**src/rtl/drive_pkg.sv**
```systemverilog
// Shared types and constants for the drive command arbiter.
//   cmd_e       : 3-bit drive command code from the IR/UART sources
//   state_e     : 2-bit sequencer state
//   OWN_*       : command-source ownership encoding
//   DIR_*       : per-motor {ina,inb} bridge encodings
//   cmd_to_dir  : command -> {dir1,dir2}
//   cmd_is_valid: codes 6 and 7 are not commands
package drive_pkg;

  typedef enum logic [2:0] {
    CMD_NONE  = 3'd0,
    CMD_FWD   = 3'd1,
    CMD_LEFT  = 3'd2,
    CMD_BRAKE = 3'd3,
    CMD_RIGHT = 3'd4,
    CMD_BACK  = 3'd5
  } cmd_e;

  typedef enum logic [1:0] {
    ST_IDLE  = 2'd0,
    ST_RUN   = 2'd1,
    ST_DWELL = 2'd2
  } state_e;

  localparam logic [1:0] OWN_NONE = 2'd0;
  localparam logic [1:0] OWN_IR   = 2'd1;
  localparam logic [1:0] OWN_UART = 2'd2;

  localparam logic [1:0] DIR_FWD   = 2'b10;
  localparam logic [1:0] DIR_REV   = 2'b01;
  localparam logic [1:0] DIR_BRAKE = 2'b11;
  localparam logic [1:0] DIR_COAST = 2'b00;

  function automatic logic [3:0] cmd_to_dir(input cmd_e c);
    case (c)
      CMD_FWD:   return {DIR_FWD, DIR_FWD};
      CMD_BACK:  return {DIR_REV, DIR_REV};
      CMD_LEFT:  return {DIR_REV, DIR_FWD};
      CMD_RIGHT: return {DIR_FWD, DIR_REV};
      CMD_BRAKE: return {DIR_BRAKE, DIR_BRAKE};
      default:   return {DIR_COAST, DIR_COAST};
    endcase
  endfunction

  function automatic logic cmd_is_valid(input logic [2:0] c);
    return (c <= 3'd5);
  endfunction

endpackage

```
**src/rtl/tick_prescaler.sv**
```systemverilog
// Scheduler tick generator: counts 0..CLKS_PER_TICK-1 and pulses tick for
// the single cycle in which the counter wraps.
//   clk   : system clock
//   reset : synchronous, active-high
//   tick  : one-cycle pulse every CLKS_PER_TICK cycles
module tick_prescaler #(
  parameter int CLKS_PER_TICK = 500_000
) (
  input  logic clk,
  input  logic reset,
  output logic tick
);

  localparam int CW = (CLKS_PER_TICK > 1) ? $clog2(CLKS_PER_TICK) : 1;
  localparam logic [CW-1:0] CNT_LAST = CW'(CLKS_PER_TICK - 1);

  logic [CW-1:0] r_cnt;

  always_ff @(posedge clk) begin
    if (reset)                  r_cnt <= '0;
    else if (r_cnt == CNT_LAST) r_cnt <= '0;
    else                        r_cnt <= r_cnt + 1'b1;
  end

  assign tick = (r_cnt == CNT_LAST);

endmodule

```
**src/rtl/drive_cmd_arbiter.sv**
```systemverilog
// Drive command arbiter: picks IR/UART commands under source ownership,
// applies the proximity forward-stop override, and sequences the dual motor
// bridge through run (duty ramp), brake dwell and idle with a deadman timeout.
//   clk, reset            : system clock, synchronous active-high reset
//   ir_valid/ir_cmd       : IR decoder command pulse
//   uart_valid/uart_cmd   : UART receiver command pulse
//   prox_level            : proximity level, 15 = nearest
//   dir1/dir2, duty1/duty2: registered motor bridge controls
//   motor_stat, owner, prox_block, state : registered status
// Build option DRIVE_ARB_SOFTSTART_EN: when defined duty ramps by RAMP_STEP
// per tick from 0; when undefined duty is DUTY_MAX from the first RUN cycle.
//
// state    | meaning
// ST_IDLE  | bridge coasting, no owner
// ST_RUN   | driving r_cmd, ramping duty, deadman timer running
// ST_DWELL | bridge braked for DWELL_TICKS, optional pending command
module drive_cmd_arbiter
  import drive_pkg::*;
#(
  parameter int CLKS_PER_TICK = 500_000,
  parameter int DUTY_MAX      = 20,
  parameter int RAMP_STEP     = 2,
  parameter int TIMEOUT_TICKS = 50,
  parameter int DWELL_TICKS   = 20,
  parameter int PROX_STOP     = 12,
  parameter int PROX_HYST     = 2
) (
  input  logic       clk,
  input  logic       reset,
  input  logic       ir_valid,
  input  logic [2:0] ir_cmd,
  input  logic       uart_valid,
  input  logic [2:0] uart_cmd,
  input  logic [3:0] prox_level,
  output logic [1:0] dir1,
  output logic [1:0] dir2,
  output logic [6:0] duty1,
  output logic [6:0] duty2,
  output logic [2:0] motor_stat,
  output logic [1:0] owner,
  output logic       prox_block,
  output logic [1:0] state
);

  localparam int TW = $clog2(TIMEOUT_TICKS + 1);
  localparam int DW = $clog2(DWELL_TICKS + 1);
  localparam logic [TW-1:0] TMO_LAST   = TW'(TIMEOUT_TICKS - 1);
  localparam logic [DW-1:0] DWELL_LAST = DW'(DWELL_TICKS - 1);
  localparam logic [6:0]    DUTY_FULL  = 7'(DUTY_MAX);
  localparam logic [4:0]    PROX_SET   = 5'(PROX_STOP);
  localparam logic [4:0]    PROX_CLR   = 5'(PROX_STOP - PROX_HYST);

  state_e        r_state, w_state_nxt;
  cmd_e          r_cmd, w_run_cmd;
  cmd_e          r_pend, w_pend_nxt;
  cmd_e          r_stat, w_stat_nxt;
  logic [1:0]    r_owner, w_owner_nxt;
  logic [6:0]    r_duty, w_duty_nxt;
  logic [TW-1:0] r_tmo, w_tmo_nxt;
  logic [DW-1:0] r_dwell, w_dwell_nxt;
  logic [3:0]    r_dir, w_dir_nxt;
  logic          r_prox_block, w_prox_nxt;

  logic w_tick;
  tick_prescaler #(.CLKS_PER_TICK(CLKS_PER_TICK)) u_tick (
    .clk  (clk),
    .reset(reset),
    .tick (w_tick)
  );

  // Arbitration
  cmd_e       w_ir_cmd, w_uart_cmd, w_sel_cmd, w_eff_cmd;
  logic       w_ir_ok, w_uart_ok, w_acc, w_brake, w_motion;
  logic [1:0] w_src;

  assign w_ir_cmd   = cmd_e'(ir_cmd);
  assign w_uart_cmd = cmd_e'(uart_cmd);
  assign w_ir_ok    = ir_valid && cmd_is_valid(ir_cmd) &&
                      (w_ir_cmd == CMD_BRAKE || r_owner == OWN_NONE || r_owner == OWN_IR);
  assign w_uart_ok  = uart_valid && cmd_is_valid(uart_cmd) &&
                      (w_uart_cmd == CMD_BRAKE || r_owner == OWN_NONE || r_owner == OWN_UART);

  always_comb begin
    w_acc     = 1'b0;
    w_src     = OWN_NONE;
    w_sel_cmd = CMD_NONE;
    // UART wins a tie unless IR is braking
    if (w_uart_ok && !(w_ir_ok && w_ir_cmd == CMD_BRAKE)) begin
      w_acc     = 1'b1;
      w_src     = OWN_UART;
      w_sel_cmd = w_uart_cmd;
    end else if (w_ir_ok) begin
      w_acc     = 1'b1;
      w_src     = OWN_IR;
      w_sel_cmd = w_ir_cmd;
    end
  end

  // Hysteretic block; the next value is used so the override acts in the
  // same cycle the level crosses the threshold.
  always_comb begin
    w_prox_nxt = r_prox_block;
    if ({1'b0, prox_level} >= PROX_SET)     w_prox_nxt = 1'b1;
    else if ({1'b0, prox_level} < PROX_CLR) w_prox_nxt = 1'b0;
  end

  assign w_eff_cmd = (w_sel_cmd == CMD_FWD && w_prox_nxt) ? CMD_BRAKE : w_sel_cmd;
  assign w_brake   = w_acc && (w_eff_cmd == CMD_BRAKE);
  assign w_motion  = w_acc && (w_eff_cmd != CMD_NONE) && (w_eff_cmd != CMD_BRAKE);

`ifdef DRIVE_ARB_SOFTSTART_EN
  localparam logic [6:0] DUTY_START = 7'd0;
  logic [7:0] w_duty_sum;
  assign w_duty_sum = {1'b0, r_duty} + 8'(RAMP_STEP);
`else
  localparam logic [6:0] DUTY_START = DUTY_FULL;
  // Ramp step has no effect when duty starts at full scale.
  logic [7:0] w_unused_ramp_step;
  assign w_unused_ramp_step = 8'(RAMP_STEP);
`endif

  logic w_go_dwell, w_go_run, w_go_idle;

  always_comb begin
    w_go_dwell  = 1'b0;
    w_go_run    = 1'b0;
    w_go_idle   = 1'b0;
    w_run_cmd   = r_cmd;
    w_pend_nxt  = r_pend;
    w_tmo_nxt   = r_tmo;
    w_dwell_nxt = r_dwell;
    w_duty_nxt  = r_duty;
    w_state_nxt = r_state;

    case (r_state)
      ST_IDLE: begin
        if (w_brake) begin
          w_go_dwell = 1'b1;
          w_pend_nxt = CMD_NONE;
        end else if (w_motion) begin
          w_go_run  = 1'b1;
          w_run_cmd = w_eff_cmd;
        end
      end
      ST_RUN: begin
        if (w_tick) begin
          w_tmo_nxt = r_tmo + 1'b1;
`ifdef DRIVE_ARB_SOFTSTART_EN
          w_duty_nxt = (w_duty_sum >= {1'b0, DUTY_FULL}) ? DUTY_FULL : w_duty_sum[6:0];
`endif
        end
        if (w_brake || (r_cmd == CMD_FWD && w_prox_nxt)) begin
          w_go_dwell = 1'b1;
          w_pend_nxt = CMD_NONE;
        end else if (w_motion && w_eff_cmd != r_cmd) begin
          w_go_dwell = 1'b1;
          w_pend_nxt = w_eff_cmd;
        end else if (w_acc) begin
          w_tmo_nxt = '0;
        end else if (w_tick && r_tmo == TMO_LAST) begin
          w_go_dwell = 1'b1;
          w_pend_nxt = CMD_NONE;
        end
      end
      ST_DWELL: begin
        if (w_brake)       w_pend_nxt = CMD_NONE;
        else if (w_motion) w_pend_nxt = w_eff_cmd;
        if (w_tick) begin
          if (r_dwell == DWELL_LAST) begin
            // A pending forward move is dropped if the path is now blocked.
            if (w_pend_nxt != CMD_NONE && !(w_pend_nxt == CMD_FWD && w_prox_nxt)) begin
              w_go_run  = 1'b1;
              w_run_cmd = w_pend_nxt;
            end else begin
              w_go_idle = 1'b1;
            end
          end else begin
            w_dwell_nxt = r_dwell + 1'b1;
          end
        end
      end
      default: w_go_idle = 1'b1;
    endcase

    if (w_go_dwell) begin
      w_state_nxt = ST_DWELL;
      w_dwell_nxt = '0;
      w_duty_nxt  = '0;
    end else if (w_go_run) begin
      w_state_nxt = ST_RUN;
      w_tmo_nxt   = '0;
      w_pend_nxt  = CMD_NONE;
      w_duty_nxt  = DUTY_START;
    end else if (w_go_idle) begin
      w_state_nxt = ST_IDLE;
      w_pend_nxt  = CMD_NONE;
      w_duty_nxt  = '0;
    end
  end

  always_comb begin
    w_owner_nxt = r_owner;
    if (w_go_idle)                           w_owner_nxt = OWN_NONE;
    else if (w_acc && w_eff_cmd != CMD_NONE) w_owner_nxt = w_src;
  end

  always_comb begin
    w_dir_nxt  = {DIR_COAST, DIR_COAST};
    w_stat_nxt = CMD_NONE;
    case (w_state_nxt)
      ST_RUN: begin
        w_dir_nxt  = cmd_to_dir(w_run_cmd);
        w_stat_nxt = w_run_cmd;
      end
      ST_DWELL: begin
        w_dir_nxt  = {DIR_BRAKE, DIR_BRAKE};
        w_stat_nxt = CMD_BRAKE;
      end
      default: ;
    endcase
  end

  always_ff @(posedge clk) begin
    if (reset) begin
      r_state      <= ST_IDLE;
      r_cmd        <= CMD_NONE;
      r_pend       <= CMD_NONE;
      r_stat       <= CMD_NONE;
      r_owner      <= OWN_NONE;
      r_duty       <= '0;
      r_tmo        <= '0;
      r_dwell      <= '0;
      r_dir        <= {DIR_COAST, DIR_COAST};
      r_prox_block <= 1'b0;
    end else begin
      r_state      <= w_state_nxt;
      r_cmd        <= w_run_cmd;
      r_pend       <= w_pend_nxt;
      r_stat       <= w_stat_nxt;
      r_owner      <= w_owner_nxt;
      r_duty       <= w_duty_nxt;
      r_tmo        <= w_tmo_nxt;
      r_dwell      <= w_dwell_nxt;
      r_dir        <= w_dir_nxt;
      r_prox_block <= w_prox_nxt;
    end
  end

  assign dir1       = r_dir[3:2];
  assign dir2       = r_dir[1:0];
  assign duty1      = r_duty;
  assign duty2      = r_duty;
  assign motor_stat = r_stat;
  assign owner      = r_owner;
  assign prox_block = r_prox_block;
  assign state      = r_state;

endmodule

```
**config.mk**
```make
export PLATFORM = sky130hd
export DESIGN_NAME = drive_cmd_arbiter
export DESIGN_NICKNAME = d
export VERILOG_FILES = /design/src/rtl/drive_pkg.sv /design/src/rtl/tick_prescaler.sv /design/src/rtl/drive_cmd_arbiter.sv
export SDC_FILE = /design/constraint.sdc
export NUM_CORES = 1
export LEC_CHECK = 0
export CAP_MARGIN = 20
export CORE_MARGIN = 2
export CORE_UTILIZATION = 41
export CTS_CLUSTER_SIZE = 20
export DETAILED_ROUTE_END_ITERATION = 10
export PLACE_DENSITY = 0.6
export SLEW_MARGIN = 20
export SYNTH_ARGS = -nofsm -noshare
export SYNTH_HDL_FRONTEND = slang
export SYNTH_SLANG_ARGS = --single-unit
```
**constraint.sdc**
```tcl
create_clock -name clk -period 9.4 [get_ports clk]
set_input_delay 1.88 -clock clk [delete_from_list [all_inputs] [get_ports clk]]
set_output_delay 1.88 -clock clk [all_outputs]
set_load 0.05 [all_outputs]
```
-- Yosys cells after proc, flatten, opt, wreduce, memory -nomap -nowiden
Cells that the tools add are included.
- register bits: 50
- input bits: 14
- output and inout port bits: 26
- $add $sub $neg: 3
- order comparisons: 4
- equal/unequal tests: 22
- mux-type cells: 58
- bitwise operators: 1
- reduce and logical (&&, ||, !) cells: 32
- operators with widths (cell ; count):
    $mux 3 ; 19
    $mux 6 ; 7
    $pmux 4 s5 ; 1
    $add 19x1->19 const B ; 1
    $eq 19x19->1 const B ; 1
    $mux 1 ; 18
    $eq 3x2->1 const B ; 5
    $logic_and 1x1->1 ; 15
    $eq 3x1->1 const B ; 4
    $pmux 3 s2 ; 2
    $mux 5 ; 2
    $pmux 3 s3 ; 1
    $mux 2 ; 4
    $pmux 4 s2 ; 1
    $reduce_or 2->1 ; 4
    $add 6x1->6 const B ; 1
    $eq 2x1->1 const B ; 3
    $eq 2x2->1 const B ; 3
    $eq 3x3->1 const B ; 2
    $eq 6x6->1 const B ; 1
    $le 3x3->1 const B ; 2
    $pmux 1 s2 ; 3
    $reduce_bool 3->1 ; 2
    $add 5x1->5 const B ; 1
    other kinds (11) ; 17

-- Depth between registers and ports, before layout
- word-level depth: 30
- mapped depth: 14
- mapped depth without buffers: 13

-- Hierarchy
A second synthesis with hierarchy kept.
- cells, all modules: 350
- area total of the unflattened synthesis: 3004.1 µm²
- modules (own cells, without submodules) (module ; times used ; cells an instance ; area an instance (µm²) ; sequential area each (µm²)):
    drive_cmd_arbiter ; 1 ; 253 ; 2083.2 ; 600.6
    tick_prescaler ; 1 ; 97 ; 920.9 ; 380.4

-- Worst setup path before layout
Ideal clock, no wire load.
- path kind: input to register
- start: input port ir_cmd[1]
- end: register r_dir[2]
- setup time: 0.095 ns
- arrival time: 4.888 ns
- data required time: 9.305 ns
- setup slack: 4.417 ns
- stages on the path: 14
- buffers on the path: 2
- cells stage by stage: buf_2 and4bb_2 a211oi_2 or2_1 buf_4 xnor2_1 o41a_4 a211oi_2 o22ai_1 ha_1 nor2_1 nand2_1 or2_1 o311ai_1
- cells in the longest elaborated chain, start to end: 30
- ends and longest elaborated chain (what ; line ; RTL):
    start: declaration ; drive_cmd_arbiter.sv:31 ; input logic [2:0] ir_cmd,
    parallel branches: the longest is 27 deep, another holds $le 3x3->1 ; -- ;
    $mux 2 (*) ; drive_cmd_arbiter.sv:185 ; if (w_go_dwell) begin
    net w_state_nxt[1] ; drive_cmd_arbiter.sv:53 ; state_e r_state, w_state_nxt;
    $eq 2x2->1 or $eq 2x1->1 (tied branches) ; drive_cmd_arbiter.sv:210 ; case (w_state_nxt)
    $pmux 4 s2 (*) ; drive_cmd_arbiter.sv:210 ;
    end signal: assignment ; drive_cmd_arbiter.sv:233 ; r_dir <= {DIR_COAST, DIR_COAST};
    end signal: assignment ; drive_cmd_arbiter.sv:244 ; r_dir <= w_dir_nxt;
    end: declaration ; drive_cmd_arbiter.sv:61 ; logic [3:0] r_dir, w_dir_nxt;
Mark *: on every way through the listed nets, which the timed path passes. The select of a mux whose other input is x is not followed.
A chain may end at the register's enable or synchronous reset.

-- Final worst setup path
- start: input port uart_cmd[2]
- end: register r_dir[2]
- cells in the longest elaborated chain, start to end: 28
- ends and longest elaborated chain (what ; line ; RTL):
    start: declaration ; drive_cmd_arbiter.sv:33 ; input logic [2:0] uart_cmd,
    parallel branches: the longest is 25 deep, another holds $le 3x3->1 ; -- ;
    $mux 2 (*) ; drive_cmd_arbiter.sv:185 ;
    net w_state_nxt[1] ; drive_cmd_arbiter.sv:53 ;
    $eq 2x2->1 or $eq 2x1->1 (tied branches) ; drive_cmd_arbiter.sv:210 ;
    $pmux 4 s2 (*) ; drive_cmd_arbiter.sv:210 ;
Marked as above.

==> results.md <==
- Die ar.: 8025 sq um
- Avg Inst Size Synth: 8.388 sq um
- Number of global-route vias before repair: 2292
- CP Cell Sequence: clkdlybuf4s50_1 > a21boi_2 > nor4b_4 > or2_1 > xnor2_1 > o41a_4 > a211oi_2 > o22ai_1 > ha_1 > nor2_1 > nand2_1 > or2_1 > o311ai_1
- Via Count: 2497
- Critical Path Source Type: input port
- Top-count cell post-synth: dfxtp_1
- Worst reg2reg setup slack: 5.58 ns
- Synth async-reset ratio: 0%
- CTS root buffer: clkbuf_8
- Final ANT Viol Nets: 0
- Grt ovf: 0
- Clock Path Buffers: 2
- Worst stage delay on the critical path: 0.54 ns
- P_int: 349.0 uW
- Power per Cell Area: 165.6 nW/um^2
- # Post-CTS Setup Buffers: 0
- Mapped cell area: 3003 sq um
- Rel. slew slack: 45.14%
- Worst-path clk slew: 0.09 ns
- Die span in y: 89.58 um
- Quantity of hold-fixing buffers added after cts: 0
- TritonCTS clock tree: built
- Hold Worst Slack: 0.4781 ns
- Sequential area share after synthesis: 32.67%
- Worst setup path startpoint: uart_cmd[2]
- Post-synth EDFFs: 0
- Synth-to-Final Area Change: 13.08%
- Vias per std cell: 5.213
- CP endpoint kind: flop
- Final period demand of the worst path: 5.609 ns
- Slew Limit Fails: 0
- Synth top area cells: dfxtp_1 33%, nor2_1 6.0%, xor2_1 5.5%, nand2_1 4.0%, buf_4 3.5%
- # DRC: 0
- Cell count along the critical path: 13
- Peak VDD IR: 0.07045 mV
- Slowest cell on crit path: clkdlybuf4s50_1
- Cell area after layout: 3396 sq um
- Area share of the largest cell type after synthesis: 32.67%
- DR WL/cell: 13.17 um
- R2r endpoint: r_dir[2]
- Reg2Reg Depth: 12
- Antenna violations before repair: 0
- Post-synth top area cell: dfxtp_1
- Crit path DAT: 5.82 ns
- Initial DRC count: 143
- Total Nets Final: 399
- First-pass GRT wire length: 10.62 mm
- Max-Cap Viols: 0
- I/O Buffers: 28
- Cell mode on critical path: or2_1
- Psw: 213.3 uW
- Worst min-delay path category: reg2reg
- Setup CP Type: in2reg
- Synth cell count leaders: 49 x dfxtp_1, 48 x nor2_1, 32 x nand2_1
- Worst hold start: u_tick.r_cnt[0]
- H-Tree Depth: 2
- Distinct cells, synth: 73
- Row count: 31
- Logic pwr share: 34.7%
- Initial DRT Pass Iterations: 4
- Crit-path leading delay family: compound AO/OA/AOI/OAI gates
- Die W: 89.58 um
- Final setup fails: 0
- Setup Skew: 0.003624 ns
- Total GRT Usage: 16.45%
- Dpl cell area: 3299 sq um
- Starting density of the core: 41.85%
- Worst-Margin Slew: 0.8166 ns
- Worst R2R Start: owner[0]
- Worst path buffer plus inverter count: 1
- CP Capture Point: r_dir[2]
- Pleak: 0.001252 uW
- Ys flop type: dfxtp_1
- Cts repair resizes: 0
- Max Fclk: 0.1783 GHz
- Post-DP HPWL: 4.743 mm
- Crit Path Max Fanout: 10
- Final hold vios: 0
- Final period util: 59.67%
- I/O pins: 40
- Clock power frac: 23.4%
- WL final: 6.307 mm
- Layout cells sized above 1: 8.684%
- Sw Ratio: 37.93%
- Diode count: 0
- Clk sinks: 49
- GP Congestion: 0.8687
- Sequential fraction of design power: 41.9%
- Area of the core: 7176 sq um
- Yosys warnings: 0
- Num CTS Buffers: 5
- Outcome: completed
- RSZ-0062 raised after global routing: false
- Setup TNS: 0 ns
- Critical path required time: 9.61 ns
- Syn Inst Count: 358
- Skew-Pair Late Insertion Delay: 0.30 ns
- Synthesized flop and latch total: 49
- Largest net degree at the start of global routing: 21
flip-flops by register name (all words and copies together) (netlist names), 2 cells and up:
| name | flops |
|---|---|
| state | 2 |
| u_tick.r_cnt | 19 |
| r_tmo | 6 |
| r_pend | 3 |
| r_dwell | 5 |
| motor_stat | 3 |
| owner | 2 |
| r_dir | 4 |
| r_cmd | 3 |
logic make-up after synthesis:
kind of cell / count (synthesis) / synth area share (%)
adders and majority gates: 6 / 2.500
muxes: 8 / 2.750
other: 1 / 0.1249
xor gates and xnor gates: 27 / 7.875
DFF: 49 / 32.67
and+or+nand+nor: 151 / 27.13
AOI/OAI and AO/OA: 77 / 20.25
buffers and inverters: 39 / 6.708
cells in the final DEF (no fill, tap or decap), types with 3 or more instances in the layout:
master           synthesis  final
o21ai_0                 14     14
xor2_1                  19     19
a21oi_1                 13     13
clkbuf_8                 0      6
a21boi_0                 3      3
conb_1                   1     10
o21a_1                   3      3
nand3_1                 12     12
and3_1                   6      6
nand4_1                 11     11
ha_1                     6      6
nor3_1                   7      7
clkdlybuf4s50_1          0     28
nand2_1                 32     32
mux2i_1                  6      6
nor2_1                  48     48
or3_1                    3      3
a21o_1                   6      6
nor2b_1                  6      6
dfxtp_1                 49     49
a211oi_2                 3      3
a31oi_1                  5      5
xnor2_1                  8      8
and2_1                   4      4
inv_1                   15     15
per-stage QoR:
step / instances / util [%] / total power (uW) / setup slack [ns]
2_1_floorplan: 367 / - / 390.9 / 4.417
3_3_place_gp: 471 / 45.98 / 434.2 / 3.532
3_5_place_dp: 471 / 45.98 / 435.7 / 3.465
4_1_cts: 479 / 47.32 / 566.7 / 3.785
5_1_grt: 479 / 47.32 / 593.9 / 3.501
6_report: 479 / 47.32 / 562.3 / 3.791
power by group through the flow:
stage | clock network, uW | registers (uW) | logic [uW]
2_1_floorplan | 0 | 263 | 128
3_3_place_gp | 0 | 240 | 194
3_5_place_dp | 0 | 241 | 195
4_1_cts | 135 | 236 | 195
5_1_grt | 143 | 239 | 212
6_report | 131 | 236 | 195
worst min path at each step:
stage,to,slack [ns],cells past startpoint
6_report,u_tick.r_cnt[0],0.48,1
4_1_cts,u_tick.r_cnt[0],0.48,1
5_1_grt,u_tick.r_cnt[0],0.51,1
3_5_place_dp,u_tick.r_cnt[0],0.46,1
3_3_place_gp,u_tick.r_cnt[0],0.44,1
2_1_floorplan,u_tick.r_cnt[0],0.43,1
routing by layer:
layer / global-route usage, % / wire length (um) / vias up
li1: - / - / 1298
met1: 22.49 / 2991 / 1145
met2: 26.60 / 2988 / 48
met3: 3.016 / 263 / 6
met4: 4.613 / 63 / 0
met5: 0 / 0 / -
final cells by class:
class                           instances  area (sq um)
Tap cell                               99         123.9
Multi-Input combinational cell        279          1854
Clock inverter                          2         13.76
Clock buffer                            6         82.58
Sequential cell                        49         980.9
Inverter                               16         60.06
Timing Repair Buffer                   28         280.3
Fill cell                             720          3780
(Power assumes the default switching activity.)
